### config.mk
export PLATFORM = sky130hd
export DESIGN_NAME = alu_seq
export DESIGN_NICKNAME = d
export VERILOG_FILES = /design/src/rtl/alu_pkg.sv /design/src/rtl/alu_mul_iter.sv /design/src/rtl/alu_seq.sv
export SDC_FILE = /design/constraint.sdc
export NUM_CORES = 1
export LEC_CHECK = 0
export CAP_MARGIN = 0
export CORE_UTILIZATION = 65
export DETAILED_ROUTE_END_ITERATION = 7
export DONT_BUFFER_PORTS = 1
export GPL_TIMING_DRIVEN = 0
export PLACE_DENSITY = 0.82
export SLEW_MARGIN = 0
export SYNTH_ARGS = -nofsm -noshare
export SYNTH_HDL_FRONTEND = slang
export SYNTH_HIERARCHICAL = 1
export SYNTH_SLANG_ARGS = --single-unit
### constraint.sdc
create_clock -name clk -period 2.3 [get_ports clk]
set_input_delay 0.46 -clock clk [delete_from_list [all_inputs] [get_ports clk]]
set_output_delay 0.46 -clock clk [all_outputs]
set_load 0.02 [all_outputs]
### src/rtl/alu_pkg.sv
// Shared definitions for alu_seq: opcodes, FSM states, flag bundle and parity helper.
// The MUL state exists only when ALU_MUL_EN is defined.
package alu_pkg;

  localparam logic [3:0] OP_ADD   = 4'h0;
  localparam logic [3:0] OP_SUB   = 4'h1;
  localparam logic [3:0] OP_AND   = 4'h2;
  localparam logic [3:0] OP_OR    = 4'h3;
  localparam logic [3:0] OP_XOR   = 4'h4;
  localparam logic [3:0] OP_NOR   = 4'h5;
  localparam logic [3:0] OP_SLL   = 4'h6;
  localparam logic [3:0] OP_SRL   = 4'h7;
  localparam logic [3:0] OP_SRA   = 4'h8;
  localparam logic [3:0] OP_ROL   = 4'h9;
  localparam logic [3:0] OP_SLT   = 4'hA;
  localparam logic [3:0] OP_SLTU  = 4'hB;
  localparam logic [3:0] OP_MUL   = 4'hC;
  localparam logic [3:0] OP_MULHU = 4'hD;

  // Widest result the parity helper handles; narrower values are zero-extended.
  localparam int unsigned PF_W = 128;

  typedef enum logic [1:0] {
    ST_IDLE,
    ST_HOLD
`ifdef ALU_MUL_EN
    ,
    ST_MUL
`endif
  } alu_state_t;

  typedef struct packed {
    logic zf;
    logic cf;
    logic of;
    logic sf;
    logic pf;
  } alu_flags_t;

  // Even parity: 1 when the number of set bits is even.
  function automatic logic calc_pf(input logic [PF_W-1:0] v);
    return ~^v;
  endfunction

endpackage

### src/rtl/alu_mul_iter.sv
// Iterative unsigned shift-add multiplier: one bit of b per cycle, 2*WIDTH-bit product.
// The first partial product is folded into the start cycle so done rises
// WIDTH-1 cycles after start. Used by alu_seq only when ALU_MUL_EN is defined.
module alu_mul_iter #(
  parameter int unsigned WIDTH = 32
) (
  input  logic               clk,
  input  logic               rst_n,
  input  logic               start,
  input  logic [WIDTH-1:0]   a,
  input  logic [WIDTH-1:0]   b,
  output logic               busy,
  output logic               done,
  output logic [2*WIDTH-1:0] product
);

  localparam int unsigned CW = $clog2(WIDTH) + 1;

  logic [WIDTH-1:0]   mcand_q;
  logic [2*WIDTH-1:0] acc_q;
  logic [CW-1:0]      cnt_q;
  logic               busy_q;

  // One shift-add step: upper half accumulates mcand when the current multiplier LSB is set.
  function automatic logic [2*WIDTH-1:0] step(input logic [2*WIDTH-1:0] p,
                                              input logic [WIDTH-1:0]   m);
    logic [WIDTH:0] sum;
    sum = {1'b0, p[2*WIDTH-1:WIDTH]} + (p[0] ? {1'b0, m} : '0);
    return {sum, p[WIDTH-1:1]};
  endfunction

  // Accumulator, multiplicand and iteration counter.
  always_ff @(posedge clk or negedge rst_n) begin
    if (!rst_n) begin
      mcand_q <= '0;
      acc_q   <= '0;
      cnt_q   <= '0;
      busy_q  <= 1'b0;
    end else if (start) begin
      mcand_q <= a;
      acc_q   <= step({{WIDTH{1'b0}}, b}, a);
      cnt_q   <= CW'(1);
      busy_q  <= 1'b1;
    end else if (busy_q) begin
      if (cnt_q == CW'(WIDTH)) begin
        busy_q <= 1'b0;
      end else begin
        acc_q <= step(acc_q, mcand_q);
        cnt_q <= cnt_q + CW'(1);
      end
    end
  end

  assign busy    = busy_q;
  assign done    = busy_q && (cnt_q == CW'(WIDTH));
  assign product = acc_q;

endmodule

### src/rtl/alu_seq.sv
// Handshaked ALU: valid/ready in, registered result and flags out.
// Define ALU_MUL_EN to enable the iterative MUL/MULHU path; otherwise those opcodes are illegal.
module alu_seq
  import alu_pkg::*;
#(
  parameter int unsigned WIDTH = 32
) (
  input  logic             clk,
  input  logic             rst_n,
  input  logic             in_valid,
  output logic             in_ready,
  input  logic [3:0]       op,
  input  logic [WIDTH-1:0] a,
  input  logic [WIDTH-1:0] b,
  output logic             out_valid,
  input  logic             out_ready,
  output logic [WIDTH-1:0] f,
  output logic             zf,
  output logic             cf,
  output logic             of,
  output logic             sf,
  output logic             pf,
  output logic             err
);

  localparam int unsigned SHW = $clog2(WIDTH);

  alu_state_t       state, state_next;
  logic             accept;
  logic             load_alu;

  logic [SHW-1:0]   sh;
  logic [WIDTH:0]   add_w, sub_w;
  logic [WIDTH-1:0] res;
  alu_flags_t       res_flags;
  logic             res_err;

  logic [WIDTH-1:0] f_q;
  alu_flags_t       flags_q;
  logic             err_q;

`ifdef ALU_MUL_EN
  logic               is_mul_op;
  logic               start_mul;
  logic               mul_busy, mul_done, mul_fin;
  logic [2*WIDTH-1:0] prod;
  logic               mul_hi_q;
  logic [WIDTH-1:0]   mul_res;
  alu_flags_t         mul_flags;

  assign is_mul_op = (op == OP_MUL) || (op == OP_MULHU);
  assign start_mul = accept && is_mul_op;
  assign load_alu  = accept && !is_mul_op;
  assign mul_fin   = (state == ST_MUL) && mul_busy && mul_done;

  alu_mul_iter #(.WIDTH(WIDTH)) u_mul (
    .clk     (clk),
    .rst_n   (rst_n),
    .start   (start_mul),
    .a       (a),
    .b       (b),
    .busy    (mul_busy),
    .done    (mul_done),
    .product (prod)
  );

  // Remember at accept whether the high or low product half is wanted.
  always_ff @(posedge clk or negedge rst_n) begin
    if (!rst_n)         mul_hi_q <= 1'b0;
    else if (start_mul) mul_hi_q <= (op == OP_MULHU);
  end

  // Select product half and derive its flags.
  always_comb begin
    mul_res      = mul_hi_q ? prod[2*WIDTH-1:WIDTH] : prod[WIDTH-1:0];
    mul_flags    = '0;
    mul_flags.zf = (mul_res == '0);
    mul_flags.sf = mul_res[WIDTH-1];
    mul_flags.pf = calc_pf(PF_W'(mul_res));
    mul_flags.cf = (prod[2*WIDTH-1:WIDTH] != '0);
    mul_flags.of = (prod[2*WIDTH-1:WIDTH] != '0);
  end
`else
  assign load_alu = accept;
`endif

  assign sh    = b[SHW-1:0];
  assign add_w = {1'b0, a} + {1'b0, b};
  assign sub_w = {1'b0, a} - {1'b0, b};

  // Single-cycle datapath and flags; unknown opcodes give f=0 with err set.
  always_comb begin
    res       = '0;
    res_err   = 1'b0;
    res_flags = '0;
    case (op)
      OP_ADD: begin
        res          = add_w[WIDTH-1:0];
        res_flags.cf = add_w[WIDTH];
        res_flags.of = (a[WIDTH-1] == b[WIDTH-1]) && (add_w[WIDTH-1] != a[WIDTH-1]);
      end
      OP_SUB: begin
        res          = sub_w[WIDTH-1:0];
        res_flags.cf = sub_w[WIDTH];
        res_flags.of = (a[WIDTH-1] != b[WIDTH-1]) && (sub_w[WIDTH-1] != a[WIDTH-1]);
      end
      OP_AND:  res = a & b;
      OP_OR:   res = a | b;
      OP_XOR:  res = a ^ b;
      OP_NOR:  res = ~(a | b);
      OP_SLL:  res = a << sh;
      OP_SRL:  res = a >> sh;
      OP_SRA:  res = $signed(a) >>> sh;
      OP_ROL:  res = (a << sh) | (a >> (WIDTH - 32'(sh)));
      OP_SLT:  res = {{(WIDTH-1){1'b0}}, ($signed(a) < $signed(b))};
      OP_SLTU: res = {{(WIDTH-1){1'b0}}, (a < b)};
      default: res_err = 1'b1;
    endcase
    res_flags.zf = (res == '0);
    res_flags.sf = res[WIDTH-1];
    res_flags.pf = calc_pf(PF_W'(res));
  end

  // State register.
  always_ff @(posedge clk or negedge rst_n) begin
    if (!rst_n) state <= ST_IDLE;
    else        state <= state_next;
  end

  // Handshake and next-state logic; HOLD with out_ready behaves like IDLE for accepts.
  always_comb begin
    state_next = state;
    in_ready   = 1'b0;
    case (state)
      ST_IDLE: in_ready = 1'b1;
      ST_HOLD: in_ready = out_ready;
      default: in_ready = 1'b0;
    endcase
    accept = in_valid && in_ready;
    case (state)
      ST_IDLE, ST_HOLD: begin
        if (accept) begin
`ifdef ALU_MUL_EN
          state_next = is_mul_op ? ST_MUL : ST_HOLD;
`else
          state_next = ST_HOLD;
`endif
        end else if (state == ST_HOLD && out_ready) begin
          state_next = ST_IDLE;
        end
      end
`ifdef ALU_MUL_EN
      ST_MUL: if (mul_fin) state_next = ST_HOLD;
`endif
      default: state_next = ST_IDLE;
    endcase
  end

  // Output register: loads on single-cycle accept or multiplier completion.
  always_ff @(posedge clk or negedge rst_n) begin
    if (!rst_n) begin
      f_q     <= '0;
      flags_q <= '0;
      err_q   <= 1'b0;
    end else if (load_alu) begin
      f_q     <= res;
      flags_q <= res_flags;
      err_q   <= res_err;
`ifdef ALU_MUL_EN
    end else if (mul_fin) begin
      f_q     <= mul_res;
      flags_q <= mul_flags;
      err_q   <= 1'b0;
`endif
    end
  end

  assign out_valid            = (state == ST_HOLD);
  assign f                    = f_q;
  assign {zf, cf, of, sf, pf} = flags_q;
  assign err                  = err_q;

endmodule

==> reports/summary.md, run 1 <==
The flow did not finish. It got as far as global routing and failed there. The tool reported: "[ERROR GRT-0116] Global routing finished with congestion. Check the congestion regions in the DRC Viewer". The total nets after synthesis is 2035.

Clock tree synthesis selected as its root buffer the cell clkbuf_16. Total global routing track utilization: 0.754. For this design, the sink count on the clock tree is 38. The total overflow reported by the global router was 162; the flip-flop and latch count after synthesis was 38.

Before CTS, the worst setup slack after placement is -2870 ps. By count the netlist is led by nand2_1 (181), nor2_1 (134), a21oi_1 (128), o21ai_0 (120), ha_1 (117). For the netlist area before placement, the log shows 13800 um^2. By instance count, the leading cell after synthesis is nand2_1. Summing all placed instances gives a cell area of 14600 um^2. The number of global-route vias before repair is 19900, and the mean instance size in the synthesized netlist is 7.48 um^2. Most area-hungry cell type in the Yosys netlist: ha_1. The share of synthesized area occupied by flip-flops and latches was 0.0690. The synthesized instance count was 1844; the maximum number of pins on one net before global-route repair was 39. 112 I/O pins were placed. The H-tree was split into 2 levels. The buffer levels on the longest clock path was 2; the floorplan die height was 148 um. Routability-driven placement finished with a final weighted congestion of 1.53.

The async set or reset register ratio after synthesis is 1.00. Input and output buffers added on the ports amount to 0. The logs give 52800 um for the detailed placement HPWL and 94 for the number of distinct library cells after synthesis. Global-route wire length before repair: 124000 um.

The top-area cell type share of the netlist area was 0.106. The initial core utilization is 0.673. The tools report the number of warnings issued by yosys as 6. Measured along the x axis, the die boundary spans 148 um.

After synthesis, the cell types taking the most area are ha_1 (11%), mux4_2 (8.8%), dfrtp_1 (6.9%). The row count was 52. Dominant register cell in the synthesized netlist: dfrtp_1. In this run, CTS created clock tree buffers numbering 5.

The number of enable-type register cells in the synthesized netlist was 0.
## per-layer routing
metal | overflow | GRT usage
met1 | 2 | 0.784
met2 | 82 | 0.927
met3 | 2 | 0.581
met4 | 76 | 0.696
met5 | 0 | 0.257
## cells by family after synthesis
logic type      count (synthesis)  synth area share
xor+xnor                       30            0.0191
compound gates                640             0.318
simple gates                  543             0.191
fa+ha+maj                     119             0.109
flops                          38            0.0690
buf+inv                       258            0.0817
mux                           216             0.213
## timing repair
action | in CTS
gates resized for setup | 343
pin swaps | 129
hold endpoints to repair | 38
setup endpoints to repair | 36
hold buffers | 1
buffers inserted | 141
## metrics by stage
step | instances | hold WS (ps)
CTS | 2249 | 21.2
floorplan | 1844 | 164
detailed placement | 2114 | 165
global placement | 2114 | 165
==> run 2: changes to the inputs <==
--- a/config.mk
+++ b/config.mk
@@ -6,11 +6,11 @@
 export NUM_CORES = 1
 export LEC_CHECK = 0
 export CAP_MARGIN = 0
-export CORE_UTILIZATION = 65
+export CORE_UTILIZATION = 40
 export DETAILED_ROUTE_END_ITERATION = 7
 export DONT_BUFFER_PORTS = 1
 export GPL_TIMING_DRIVEN = 0
-export PLACE_DENSITY = 0.82
+export PLACE_DENSITY_LB_ADDON = 0.15
 export SLEW_MARGIN = 0
 export SYNTH_ARGS = -nofsm -noshare
 export SYNTH_HDL_FRONTEND = slang
==> run 2 against run 1 <==
  * The flow now finishes, with violations (negative setup slack)
  * Synthesized area unchanged
  * Synthesized cell count unchanged
==> reports/summary.md, run 2 <==
The async set or reset register ratio after synthesis was 1.00; the number of optimization iterations in the first detailed-route pass was 6. Between clock sinks in the finished design, the worst skew comes to 3.54 ps. The number of global-route vias before repair is 17300, and the number of buffers created by CTS is 5. Yosys mapped the design onto 94 distinct sky130hd cell types. The dominant register cell in the synthesized netlist was dfrtp_1. The tools report the sum of routed wire length over all layers as 88900 um. The longest clock path from root to sink contains 2 buffers.

The core region is 33700 um^2. Traced cell by cell, the critical path runs through clkbuf_16, buf_12, clkinv_8, buf_12, clkbuf_16, ha_4, nor2_4, o21ai_2, a311oi_4, o2111ai_4, a21o_1, a41oi_2, nand4b_1, a31oi_2, ha_2, xnor2_2, xnor2_1, xnor2_1, xnor2_1, o21ai_1. In this design, the critical path's most frequently occurring cell is xnor2_1. The tool flagged a number of max-cap violations equal to 0. The final reports fail on negative setup slack. For this design, the sink count on the clock tree is 38. Synthesis produced 1844 cells. The run gives 0 as the total overflow reported by the global router. Among all cell types in the netlist, the one instantiated most often is nand2_1.

The logs give 0 for the count of final max-slew check failures and 2450 ps for the data required time of the critical path. During placement, the flow inserted port buffers numbering 0. The total nets after synthesis is 2035. The run gives 2 as the initial antenna violation count. Clock-pin slew was measured on the worst setup and hold paths at 60 ps. The cell count of the worst reg-to-reg path was 6. The commonest non-fill, non-tap cell in the layout is nand2_1. On the worst path, the slowest cell contributes a delay of 610 ps. After floorplanning, the core was divided into 67 placement rows. The startpoint class of the critical path is an input pin. For the number of H-tree levels, the log shows 2. The ratio of final minimum period to clock period is 1.81. In the layout the commonest cells are nand2_1 (174), buf_4 (127), nor2_1 (115), a21oi_1 (108), ha_1 (106).

A synthesized cell averages 7.48 um^2. TritonCTS built the clock tree. The path class of the tightest hold or removal check is in -> async.

The master of the slowest instance on the critical path was a311oi_4. The register with the most flip-flops in the layout has 32 of them. The headroom to the max-slew limit was 0.199.

The final design utilization was 0.549; the maximum ir drop on the vdd rail was 0.475 mV. The netlist area before placement was 13800 um^2. The finished layout holds 2458 standard cells, fillers aside.

The first routing iteration left 2578 violations. The total power per unit cell area is 416 nW/um^2, and the remaining routing DRC violations is 0. The maximum number of pins on one net before global-route repair was 39.

The area added between synthesis and finish came out at 34.3%. The final critical-path required period works out to 4170 ps. Setup repair after global routing could not meet its margin everywhere.

Dividing the detail-routed via count by the number of cells gives 7.39. Placed instance count: 2292. The start-to-end type of the worst setup path is in -> reg. Final critical-path setup slack: -1870 ps.

The highest achievable clock rate was 240 MHz; the largest fanout of any net on the critical path was 6. Yosys attributes the largest share of cell area to ha_1 (11%), mux4_2 (8.8%), dfrtp_1 (6.9%). The flow ran to the end, but the final reports show violations. STA puts the critical path data arrival time at 4320 ps. Detailed routing inserted a total of 18200 vias. Ranked by instance count, the synthesized netlist is headed by nand2_1 (181), nor2_1 (134), a21oi_1 (128), o21ai_0 (120), ha_1 (117). Clock network latency to the later pin of the worst-skew pair: 280 ps. The final layout contains 2199 nets. The flip-flop and latch count after synthesis works out to 38.

The tools report the global-route wire length before repair as 125000 um. The total global routing track utilization is 0.488, and the final weighted congestion of routability-driven global placement is 1.12. Once detailed placement completed, the half-perimeter wirelength came to 69400 um. Dividing the detail-routed wire length by the instance count gives 36.2 um. Yosys mapped a number of flops with a built-in enable equal to 0. The count of endpoints failing hold in the final timing report came out at 0. Overall die width: 188 um.

Setup violations remaining at the end of the flow were counted as 36. The floorplan die height is 188 um. The number of top-level pins is 112.

The tools report the initial core utilization as 0.409. The top-area cell type share of the netlist area is 0.106, and the number of warnings issued by yosys is 6. The logs give 0.0690 for the share of synthesized area occupied by flip-flops and latches and 7.37 nW for the leakage power summed over all cells.

STA classifies the critical path endpoint as a register. At the pin with the least slew margin, the transition time is 1200 ps. The cell sitting at the root of the clock tree is a clkbuf_16. Proportion of layout cells with a drive suffix above 1: 0.350. The area of the die came out at 35200 um^2. The synthesized design spends more area on one cell type than any other, namely ha_1. The count of nets left with antenna violations once routing finished came out at 0.
run 2: critical path, delay by kind of cell:
| kind | cells | cell delay, ps |
|---|---|---|
| buffers and inverters | 5 | 540 |
| AND/OR/NAND/NOR | 2 | 370 |
| XOR/XNOR | 4 | 630 |
| adder cells (fa/ha/maj) | 2 | 570 |
| AO/OA/AOI/OAI | 7 | 1710 |
run 2: worst paths after layout:
path                                      startpoint                   end  slack (ps)
worst min register to register      f[8]$_DFFE_PN0P_      f[8]$_DFFE_PN0P_         640
worst max-delay path                            b[3]        pf$_DFFE_PN0P_       -1870
worst min-delay path                           rst_n     f[25]$_DFFE_PN0P_          20
max in group asynchronous                      rst_n      f[8]$_DFFE_PN0P_        2090
worst max register to register  state[0]$_DFFE_PN0P_     f[14]$_DFFE_PN0P_         -10
min in group clk                            in_valid  state[0]$_DFFE_PN0P_         290
run 2: metrics by stage:
step / area, um^2 / TNS, ps / power [W] / hold WS (ps) / setup slack [ps]
2_1_floorplan: 14300 / -24220 / 0.00401 / 164 / -1590
3_5_place_dp: 14800 / -66630 / 0.00543 / 165 / -3180
5_1_grt: 18500 / -32160 / 0.00793 / 25.0 / -1930
3_3_place_gp: 14800 / -66670 / 0.00541 / 165 / -3200
6_report: 18500 / -31090 / 0.00770 / 19.9 / -1870
4_1_cts: 17700 / -26380 / 0.00716 / 23.6 / -1710
run 2: layer usage:
metal / vias up / part of all wire / track usage
met5: - / 0.00015 / 0
met2: 1592 / 0.41 / 0.725
li1: 7365 / - / -
met4: 2 / 0.10 / 0.387
met1: 8733 / 0.36 / 0.594
met3: 483 / 0.13 / 0.133
run 2: final cells by class:
cell class | count | area (um^2)
Antenna cell | 1 | 2.50
Buffer | 148 | 1190
Clock buffer | 6 | 139
Clock inverter | 2 | 12.5
Fill cell | 3173 | 15200
Inverter | 106 | 439
Multi-Input combinational cell | 1548 | 13800
Sequential cell | 38 | 951
Tap cell | 448 | 561
Timing Repair Buffer | 161 | 1450
run 2: cells by family after synthesis:
kind of cell               after synthesis  synth area share
AOI/OAI and AO/OA                      640             0.318
xor gates and xnor gates                30            0.0191
adders and majority gates              119             0.109
buffers and inverters                  258            0.0817
DFF                                     38            0.0690
muxes                                  216             0.213
and+or+nand+nor                        543             0.191
run 2: timing repair:
item | 4_1_cts | 5_1_grt
pin swaps | 100 | 50
setup endpoints to repair | 36 | 36
cloned | 2 | 0
gates resized for setup | 406 | 128
buffers inserted | 117 | 45
hold endpoints to repair | 38 | 0
hold buffers | 1 | 0
run 2: power by group:
| group | total, W | internal (W) | switching (W) |
|---|---|---|---|
| Sequential | 0.00104 | 0.000791 | 0.000251 |
| Clock | 0.000702 | 0.000429 | 0.000273 |
| Combinational | 0.00596 | 0.00248 | 0.00348 |
(Power assumes the default switching activity.)
